`src/rtl/cpu_pkg.sv`:
```
// Shared core definitions: the sequencer state encoding, the register-specifier width,
// the ID/EX control-bit width, and the bundle of pipeline control outputs.
package cpu_pkg;

    localparam int REG_W  = 5;
    // Width of the ID/EX control field that idex_flush zeroes in the datapath.
    localparam int CTRL_W = 9;

    typedef enum logic [1:0] {
        RUN      = 2'd0,
        MEM_WAIT = 2'd1,
        ERROR    = 2'd2
    } state_t;

    typedef struct packed {
        logic pc_write;
        logic ifid_write;
        logic ifid_flush;
        logic idex_flush;
        logic exmem_hold;
    } pipe_ctrl_t;

    // Free-running pipe: every stage loads and nothing is cleared.
    localparam pipe_ctrl_t CTRL_FLOW   = '{pc_write: 1'b1, ifid_write: 1'b1,
                                           ifid_flush: 1'b0, idex_flush: 1'b0,
                                           exmem_hold: 1'b0};
    // Whole pipe frozen behind the data memory.
    localparam pipe_ctrl_t CTRL_FROZEN = '{pc_write: 1'b0, ifid_write: 1'b0,
                                           ifid_flush: 1'b0, idex_flush: 1'b0,
                                           exmem_hold: 1'b1};

endpackage

```
`src/rtl/hazard_stall_ctrl_tmo.sv`:
```
// Memory-wait timeout counter. Counts while enabled, returns to zero on clear, and
// flags expiry in the cycle its count reaches MAX_WAIT-1 while still enabled.
module hazard_stall_ctrl_tmo #(
    parameter int TMO_W    = 8,
    parameter int MAX_WAIT = 200
) (
    input  logic clock,
    input  logic rst,
    input  logic clr,
    input  logic en,
    output logic expire
);

    logic [TMO_W-1:0] tmo;

    // Wait-cycle counter; clear has priority over counting.
    // NOTE: sequential state uses non-blocking (<=) so every flop samples pre-edge values.
    always_ff @(posedge clock or negedge rst) begin
        if (!rst) begin
            tmo <= '0;
        end else if (clr) begin
            tmo <= '0;
        end else if (en) begin
            tmo <= tmo + 1'b1;
        end
    end

    assign expire = en && (tmo == TMO_W'(MAX_WAIT - 1));

endmodule

```
`src/rtl/hazard_stall_ctrl.sv`:
```
// Pipeline sequencer for the 5-stage core: load-use bubble, taken-branch redirect and
// data-memory wait freeze, with a sticky timeout error.
// Optional feature: define HAZARD_PERF_CNT_EN to add the stall_cycles counter port.
module hazard_stall_ctrl #(
    parameter int REG_W    = 5,
    parameter int TMO_W    = 8,
    parameter int MAX_WAIT = 200
`ifdef HAZARD_PERF_CNT_EN
    ,
    parameter int CNT_W    = 32
`endif
) (
    input  logic             clock,
    input  logic             rst,
    input  logic [REG_W-1:0] id_rs,
    input  logic [REG_W-1:0] id_rt,
    input  logic             id_uses_rt,
    input  logic             ex_mem_read,
    input  logic [REG_W-1:0] ex_rt,
    input  logic             ex_branch_taken,
    input  logic             mem_req,
    input  logic             mem_ready,
    output logic             pc_write,
    output logic             ifid_write,
    output logic             ifid_flush,
    output logic             idex_flush,
    output logic             exmem_hold,
    output logic             err
`ifdef HAZARD_PERF_CNT_EN
    ,
    output logic [CNT_W-1:0] stall_cycles
`endif
);

    import cpu_pkg::*;

    state_t     state, state_next;
    logic       redirect_pend, redirect_pend_next;
    logic       load_use, mem_stall;
    logic       tmo_clr, tmo_en, tmo_expire;
    pipe_ctrl_t ctrl;

    // r0 is hard-wired zero, so a load targeting it never creates a dependency.
    assign load_use  = ex_mem_read && (ex_rt != '0) &&
                       ((ex_rt == id_rs) || (id_uses_rt && (ex_rt == id_rt)));
    assign mem_stall = mem_req && !mem_ready;

    // The timeout only runs while an access is outstanding in MEM_WAIT.
    assign tmo_en  = (state == MEM_WAIT) && !mem_ready;
    assign tmo_clr = (state != MEM_WAIT) || mem_ready;

    hazard_stall_ctrl_tmo #(
        .TMO_W   (TMO_W),
        .MAX_WAIT(MAX_WAIT)
    ) u_tmo (
        .clock (clock),
        .rst   (rst),
        .clr   (tmo_clr),
        .en    (tmo_en),
        .expire(tmo_expire)
    );

    // State register plus the branch redirect deferred across a memory wait.
    always_ff @(posedge clock or negedge rst) begin
        if (!rst) begin
            state         <= RUN;
            redirect_pend <= 1'b0;
        end else begin
            state         <= state_next;
            redirect_pend <= redirect_pend_next;
        end
    end

    // Next-state logic: enter the wait on a stalled access, leave on ready or timeout.
    always_comb begin
        // NOTE: defaults first so every path assigns every output and no latch is inferred.
        state_next         = state;
        redirect_pend_next = redirect_pend;
        case (state)
            RUN: begin
                if (mem_stall) begin
                    state_next         = MEM_WAIT;
                    redirect_pend_next = ex_branch_taken;
                end
            end
            MEM_WAIT: begin
                if (mem_ready) begin
                    state_next         = RUN;
                    redirect_pend_next = 1'b0;
                end else if (tmo_expire) begin
                    state_next = ERROR;
                end
            end
            ERROR:   state_next = ERROR;
            default: state_next = RUN;
        endcase
    end

    // Output logic: pipe controls from state and current hazards, forced free-flowing in reset.
    always_comb begin
        ctrl = CTRL_FLOW;
        if (rst) begin
            case (state)
                RUN: begin
                    if (mem_stall) begin
                        ctrl = CTRL_FROZEN;
                    end else if (ex_branch_taken) begin
                        ctrl.ifid_flush = 1'b1;
                        ctrl.idex_flush = 1'b1;
                    end else if (load_use) begin
                        ctrl.pc_write   = 1'b0;
                        ctrl.ifid_write = 1'b0;
                        ctrl.idex_flush = 1'b1;
                    end
                end
                MEM_WAIT: begin
                    if (mem_ready) begin
                        ctrl.ifid_flush = redirect_pend;
                        ctrl.idex_flush = redirect_pend;
                    end else begin
                        ctrl = CTRL_FROZEN;
                    end
                end
                default: ctrl = CTRL_FROZEN;
            endcase
        end
    end

    assign pc_write   = ctrl.pc_write;
    assign ifid_write = ctrl.ifid_write;
    assign ifid_flush = ctrl.ifid_flush;
    assign idex_flush = ctrl.idex_flush;
    assign exmem_hold = ctrl.exmem_hold;
    assign err        = (state == ERROR);

`ifdef HAZARD_PERF_CNT_EN
    // Saturating count of cycles the PC was held outside the ERROR state.
    always_ff @(posedge clock or negedge rst) begin
        if (!rst) begin
            stall_cycles <= '0;
        end else if ((state != ERROR) && !ctrl.pc_write && (stall_cycles != '1)) begin
            stall_cycles <= stall_cycles + 1'b1;
        end
    end
`endif

endmodule

```
`config.mk`:
```
export PLATFORM = sky130hd
export DESIGN_NAME = hazard_stall_ctrl
export DESIGN_NICKNAME = d
export VERILOG_FILES = /design/src/rtl/cpu_pkg.sv /design/src/rtl/hazard_stall_ctrl_tmo.sv /design/src/rtl/hazard_stall_ctrl.sv
export SDC_FILE = /design/constraint.sdc
export NUM_CORES = 1
export LEC_CHECK = 0
export CORE_MARGIN = 2
export CORE_UTILIZATION = 35
export CTS_CLUSTER_DIAMETER = 200
export CTS_CLUSTER_SIZE = 14
export DETAILED_ROUTE_END_ITERATION = 7
export HOLD_SLACK_MARGIN = 0.06
export PLACE_DENSITY = 0.65
export RECOVER_POWER = 50
export REMOVE_ABC_BUFFERS = 1
export SKIP_CTS_REPAIR_TIMING = 1
export SLEW_MARGIN = 20
export SYNTH_ARGS = -nofsm -noshare
export SYNTH_HDL_FRONTEND = slang
export SYNTH_HIERARCHICAL = 1
export SYNTH_SLANG_ARGS = --single-unit
```
`constraint.sdc`:
```
create_clock -name clock -period 1.8 [get_ports clock]
set_input_delay 0.36 -clock clock [delete_from_list [all_inputs] [get_ports clock]]
set_output_delay 0.36 -clock clock [all_outputs]
set_load 0.02 [all_outputs]
```
==> impl_metrics.env, run 1 <==
export IMPL_outcome="finished with violations"
export IMPL_violations="negative setup slack"
export IMPL_highest_signal_layer="met4"
export IMPL_ant_nets=0
export IMPL_crit_required_ns=1.44
export IMPL_syn_mean_instance_area_um2=8.67
export IMPL_syn2layout_area_growth_pct=75.2
export IMPL_synth_area_um2=781
export IMPL_hold_viol=0
export IMPL_numCtsBuffers=3
export IMPL_vias_per_cell=4.99
export IMPL_slowest_stage="or4_4"
export IMPL_critPathMaxStageDelay_ns=0.55
export IMPL_core_area_mm2=0.00217
export IMPL_cap_violations=0
export IMPL_timing_final_crit_share_pct=110
export IMPL_synth_area_leaders="dfrtp_1, xor2_1, nor2_1"
export IMPL_grt_usage_pct=18.3
export IMPL_io_pins=28
export IMPL_max_slew_margin_rel_pct=62.4
export IMPL_insertion_delay_ns=0.27
export IMPL_vias=829
export IMPL_fmax_mhz=507
export IMPL_antenna_found_initial=0
export IMPL_routabilityCongestion=0.818
export IMPL_rsz0062_at_grt="true"
export IMPL_yosysSeqAreaShare_pct=35.3
export IMPL_post_synth_num_cell_types=32
export IMPL_routed_wl_mm=2.07
export IMPL_final_area_mm2=0.00137
export IMPL_setup_violations=4
export IMPL_cts_tree="yes"
export IMPL_cts_buffer_depth=2
export IMPL_grt_pass1_vias=820
export IMPL_final_common_cell="buf_4"
export IMPL_period_minus_slack_ns=1.97
export IMPL_holdCritPathClass="in -> async"
export IMPL_hpwl_mm=1.63
export IMPL_dr_pass1_iters=4
export IMPL_num_rows=17
export IMPL_reg2reg_slack_ns=0.13
export IMPL_worst_path_max_fanout=3
export IMPL_synth_simple_gate_area_share_pct=26.9
export IMPL_finalPower_uw=612
export IMPL_worst_slew_pin_slew_ns=0.564
export IMPL_netlist_area_leader_share_pct=35.3
export IMPL_worst_path_buf_inv=2
export IMPL_port_buffers=27
export IMPL_wl_met3_um=157
export IMPL_p_per_area_mw_per_mm2=447
export IMPL_cts_root_buf="clkbuf_4"
export IMPL_setup_slack_ns=-0.172
export IMPL_post_route_cells_drive_above_1_share_pct=34.1
export IMPL_synth_top_family_by_area="simple AND/OR/NAND/NOR gates"
export IMPL_synth_xor_area_share_pct=15.7
export IMPL_antenna_cells=0
export IMPL_ys_ff_latch=11
export IMPL_layout_common_cells="buf_4, dlymetal6s2s_1, nor2_1"
export IMPL_grt_pass1_wl_mm=3.55
export IMPL_initial_core_util_pct=36.0
export IMPL_worstSetupPathType="in -> out"
export IMPL_die_w_um=51.2
export IMPL_start_kind="input pin"
export IMPL_netlist_instances=90
export IMPL_maxSlewViolCount=0
export IMPL_nets=163
export IMPL_htreeDepth=1
export IMPL_synth_fa_ha_area_share_pct=3.21
export IMPL_chipHeight_um=51.2
export IMPL_fill_cells=194
export IMPL_leakage_uw=0.000709
export IMPL_place_area_mm2=0.00122
export IMPL_yosysWarnings=6
export IMPL_drt_initial_drc_count=10
export IMPL_arrival_ns=1.61
export IMPL_crit_path_frequent_cell="buf_6"
export IMPL_synth_area_mux_share_pct=1.28
export IMPL_vdd_drop_max_uv=417
export IMPL_crit_chain="buf_6 > or4_4 > o21ai_4 > or3_1 > o22a_1 > buf_6"
export IMPL_wl_met1_um=885
export IMPL_clock_sinks=11
export IMPL_clk_pin_slew_ns=0.07
export IMPL_die_area_mm2=0.00262
export IMPL_yosysTopAreaCell="dfrtp_1"
export IMPL_pre_cts_ws_ns=-1.02
export IMPL_r2r_end="u_tmo/tmo[7]"
export IMPL_clock_skew_ns=0.00715
export IMPL_wire_per_inst_um=12.4
export IMPL_gr_total_overflow=0
export IMPL_route_detailed_drc=0
export IMPL_dr_wl_met2_mm=1.01
export IMPL_reg2reg_depth=7
export IMPL_cp_top_family="simple AND/OR/NAND/NOR gates"
export IMPL_worstReg2RegStart="state[0]"
export IMPL_synth_compound_area_share_pct=13.1
export IMPL_end_kind="primary output"
export IMPL_grt_max_degree=12
## final cells by class
cell class / instances / area (um2) / share of cell area [%]
Multi-Input combinational cell: 72 / 546 / 39.9
Timing Repair Buffer: 48 / 473 / 34.6
Sequential cell: 11 / 277 / 20.2
Tap cell: 28 / 35.0 / 2.56
Clock buffer: 4 / 26.3 / 1.92
Inverter: 3 / 11.3 / 0.823
## layer usage
metal	vias up	track usage (%)
li1	417	-
met1	381	21.9
met2	29	29.9
met3	2	5.85
met4	0	7.89
met5	-	0
## kinds of logic after synthesis
kind of cell	count (synthesis)
AOI/OAI and AO/OA	16
and+or+nand+nor	39
muxes	1
buffers and inverters	7
adders and majority gates	2
DFF	11
xor gates and xnor gates	14
## where the power goes
group          switching [uW]  internal [uW]  total (uW)
combinational            81.0            106         188
clock                    81.1           85.7         167
sequential               5.30            252         257
## state kept, by name, indices dropped and copies added, names as in the netlist
register,count
u_tmo/tmo,8
redirect_pend,1
state,2
## synth_stat cells (all sizes together)
| cell type | count |
|---|---|
| nor2 | 12 |
| dfrtp | 11 |
| xor2 | 11 |
| nand2 | 5 |
| o21ai | 5 |
| a21oi | 4 |
| buf | 4 |
| nand4 | 4 |
| inv | 3 |
| nand3 | 3 |
| or3 | 3 |
| or4 | 3 |
| xnor2 | 3 |
| a32oi | 2 |
| ha | 2 |
| nor2b | 2 |
| nor3 | 2 |
| a2111oi | 1 |
| a21o | 1 |
| mux2i | 1 |
| nand2b | 1 |
| nand3b | 1 |
| nand4b | 1 |
| nor4 | 1 |
| o21bai | 1 |
| o22a | 1 |
| o31ai | 1 |
| or3b | 1 |
## worst register-to-register path, delay by kind of cell, from the launching register on
kind	cells	cell delay [ns]
AO/OA/AOI/OAI	1	0.16
AND/OR/NAND/NOR	3	0.67
buffers and inverters	3	0.35
flip-flops	1	0.41
## stage by stage
| step | instances | util [%] | hold slack, ns | TNS [ns] |
|---|---|---|---|---|
| after CTS | 164 | 57.3 | 0.550 | -4.51 |
| final | 166 | 63.0 | 0.376 | -0.509 |
| after detailed placement | 160 | 56.1 | 0.541 | -5.51 |
| after global routing | 166 | 63.0 | 0.441 | -0.802 |
| after floorplan | 86 | - | 0.0644 | -0.146 |
| after global placement | 160 | 56.1 | 0.532 | -5.17 |
## worst max path at each step
stage | startpoint | end | slack [ns] | cells after the start
final | ex_rt[2] | ifid_write | -0.17 | 6
after global routing | state[1] | idex_flush | -0.27 | 4
after CTS | ex_rt[2] | ifid_write | -1.02 | 6
after detailed placement | ex_rt[2] | ifid_write | -1.02 | 6
after global placement | ex_rt[2] | ifid_write | -0.95 | 6
after floorplan | mem_req | idex_flush | -0.1 | 4
Note: power is estimated with default switching activity, not from simulation.
==> inputs of run 2 (changes only) <==
--- a/config.mk
+++ b/config.mk
@@ -5,6 +5,7 @@
 export SDC_FILE = /design/constraint.sdc
 export NUM_CORES = 1
 export LEC_CHECK = 0
+export ABC_CLOCK_PERIOD_IN_PS = 1800
 export CORE_MARGIN = 2
 export CORE_UTILIZATION = 35
 export CTS_CLUSTER_DIAMETER = 200
==> results of run 2 <==
Same layout as run 1: the final DEF is identical, and so are final timing and power.
==> inputs of run 3 (changes only) <==
--- a/config.mk
+++ b/config.mk
@@ -5,14 +5,14 @@
 export SDC_FILE = /design/constraint.sdc
 export NUM_CORES = 1
 export LEC_CHECK = 0
-export ABC_CLOCK_PERIOD_IN_PS = 1800
+export ABC_CLOCK_PERIOD_IN_PS = 1600
 export CORE_MARGIN = 2
 export CORE_UTILIZATION = 35
 export CTS_CLUSTER_DIAMETER = 200
 export CTS_CLUSTER_SIZE = 14
 export DETAILED_ROUTE_END_ITERATION = 7
 export HOLD_SLACK_MARGIN = 0.06
-export PLACE_DENSITY = 0.65
+export PLACE_DENSITY = 0.68
 export RECOVER_POWER = 50
 export REMOVE_ABC_BUFFERS = 1
 export SKIP_CTS_REPAIR_TIMING = 1
==> constraint.sdc (replaced) <==
create_clock -name clock -period 1.6 [get_ports clock]
set_input_delay 0.32 -clock clock [delete_from_list [all_inputs] [get_ports clock]]
set_output_delay 0.32 -clock clock [all_outputs]
set_load 0.02 [all_outputs]
==> impl_metrics.env, run 3 (synthesized netlist as in run 1, its figures left out) <==
export IMPL_outcome="finished with violations"
export IMPL_violations="negative setup slack"
export IMPL_cts_tree="yes"
export IMPL_arrival_ns=1.59
export IMPL_crit_chain="clkbuf_2 > or4_4 > o21ai_4 > or3_1 > o22a_1 > buf_6"
export IMPL_rsz0062_at_grt="true"
export IMPL_antenna_cells=0
export IMPL_place_area_mm2=0.00120
export IMPL_drt_initial_drc_count=1
export IMPL_fmax_mhz=523
export IMPL_vias_per_cell=4.88
export IMPL_die_w_um=51.2
export IMPL_leakage_uw=0.000712
export IMPL_hold_path_end="state[0]"
export IMPL_worst_slew_pin_slew_ns=0.597
export IMPL_post_route_cells_drive_above_1_share_pct=34.0
export IMPL_r2r_end="u_tmo/tmo[5]"
export IMPL_num_rows=17
export IMPL_wire_per_inst_um=12.7
export IMPL_cap_violations=0
export IMPL_top_regs="u_tmo/tmo: 8 flops, state: 2 flops, redirect_pend: 1 flops"
export IMPL_placed_cells=159
export IMPL_clock_skew_ns=0.00655
export IMPL_holdCritPathClass="in -> reg"
export IMPL_hpwl_mm=1.57
export IMPL_htreeDepth=1
export IMPL_final_common_cell="buf_4"
export IMPL_port_buffers=27
export IMPL_core_area_mm2=0.00217
export IMPL_final_util_pct=63.4
export IMPL_io_pins=28
export IMPL_start_kind="input pin"
export IMPL_max_slew_margin_rel_pct=60.2
export IMPL_initial_core_util_pct=36.0
export IMPL_grt_max_degree=12
export IMPL_clock_sinks=11
export IMPL_pre_cts_ws_ns=-1.12
export IMPL_grt_usage_pct=16.4
export IMPL_insertion_delay_ns=0.27
export IMPL_min_delay_start="mem_ready"
export IMPL_vias=825
export IMPL_cts_buffer_depth=2
export IMPL_grt_pass1_wl_mm=3.26
export IMPL_cts_root_buf="clkbuf_4"
export IMPL_worst_path_max_fanout=3
export IMPL_finalPower_uw=699
export IMPL_setup_violations=8
export IMPL_worstSetupPathType="in -> out"
export IMPL_layout_common_cells="buf_4, dlymetal6s2s_1, nor2_1, xor2_1, dfrtp_1"
export IMPL_nets=166
export IMPL_chipHeight_um=51.2
export IMPL_largest_reg_flops=8
export IMPL_final_area_mm2=0.00138
export IMPL_reg2reg_slack_ns=-0.06
export IMPL_ant_nets=0
export IMPL_vdd_drop_max_uv=388
export IMPL_crit_required_ns=1.28
export IMPL_finalNonFillerCells=169
export IMPL_reg2reg_depth=9
export IMPL_syn2layout_area_growth_pct=76.1
export IMPL_dr_pass1_iters=4
export IMPL_critPathMaxStageDelay_ns=0.55
export IMPL_p_per_area_mw_per_mm2=508
export IMPL_largest_register="u_tmo/tmo"
export IMPL_worstReg2RegStart="state[1]"
export IMPL_die_area_mm2=0.00262
export IMPL_maxSlewViolCount=0
export IMPL_timing_final_crit_share_pct=120
export IMPL_end_kind="primary output"
export IMPL_slowest_stage="or4_4"
export IMPL_route_detailed_drc=0
export IMPL_grt_pass1_vias=789
export IMPL_routabilityCongestion=0.819
export IMPL_antenna_found_initial=0
export IMPL_routed_wl_mm=2.14
export IMPL_gr_total_overflow=0
export IMPL_clk_pin_slew_ns=0.08
export IMPL_hold_viol=0
export IMPL_numCtsBuffers=3
export IMPL_hold_path_depth=3
export IMPL_setup_slack_ns=-0.313
export IMPL_period_minus_slack_ns=1.91
run 3: per-stage QoR:
step | TNS (ns) | hold slack [ns]
finish | -1.37 | 0.404
global route | -2.05 | 0.420
CTS | -5.66 | 0.512
detailed placement | -7.19 | 0.549
global placement | -6.71 | 0.547
floorplan | -0.695 | 0.0244
run 3: critical path, delay by kind of cell:
kind                   cells  cell delay, ns
buffers and inverters      2            0.24
and+or+nand+nor            2            0.68
AOI/OAI and AO/OA          2            0.35
run 3: worst max-delay path by stage:
stage	startpoint	endpoint	slack, ns	cells past startpoint
floorplan	state[0]	idex_flush	-0.26	3
global placement	ex_rt[1]	ifid_write	-1.08	6
detailed placement	ex_rt[1]	ifid_write	-1.12	6
CTS	ex_rt[1]	ifid_write	-1.13	6
global route	ex_rt[4]	pc_write	-0.36	6
finish	ex_rt[4]	ifid_write	-0.31	6
run 3: power by group:
| group | internal (uW) | total (uW) | switching (uW) |
|---|---|---|---|
| logic | 120 | 213 | 92.6 |
| clock network | 96.5 | 197 | 100 |
| registers | 283 | 289 | 5.77 |
run 3: area by class of cell:
class	count	area, um2
Fill cell	184	795
Multi-Input combinational cell	72	543
Timing Repair Buffer	51	483
Sequential cell	11	277
Tap cell	28	35.0
Clock buffer	4	26.3
Inverter	3	11.3
run 3: routing by layer:
layer / wire length [um] / global-route usage [%]
met5: 0 / 0
met4: 8 / 7.89
met3: 123 / 3.51
met2: 1070 / 27.7
met1: 935 / 19.8
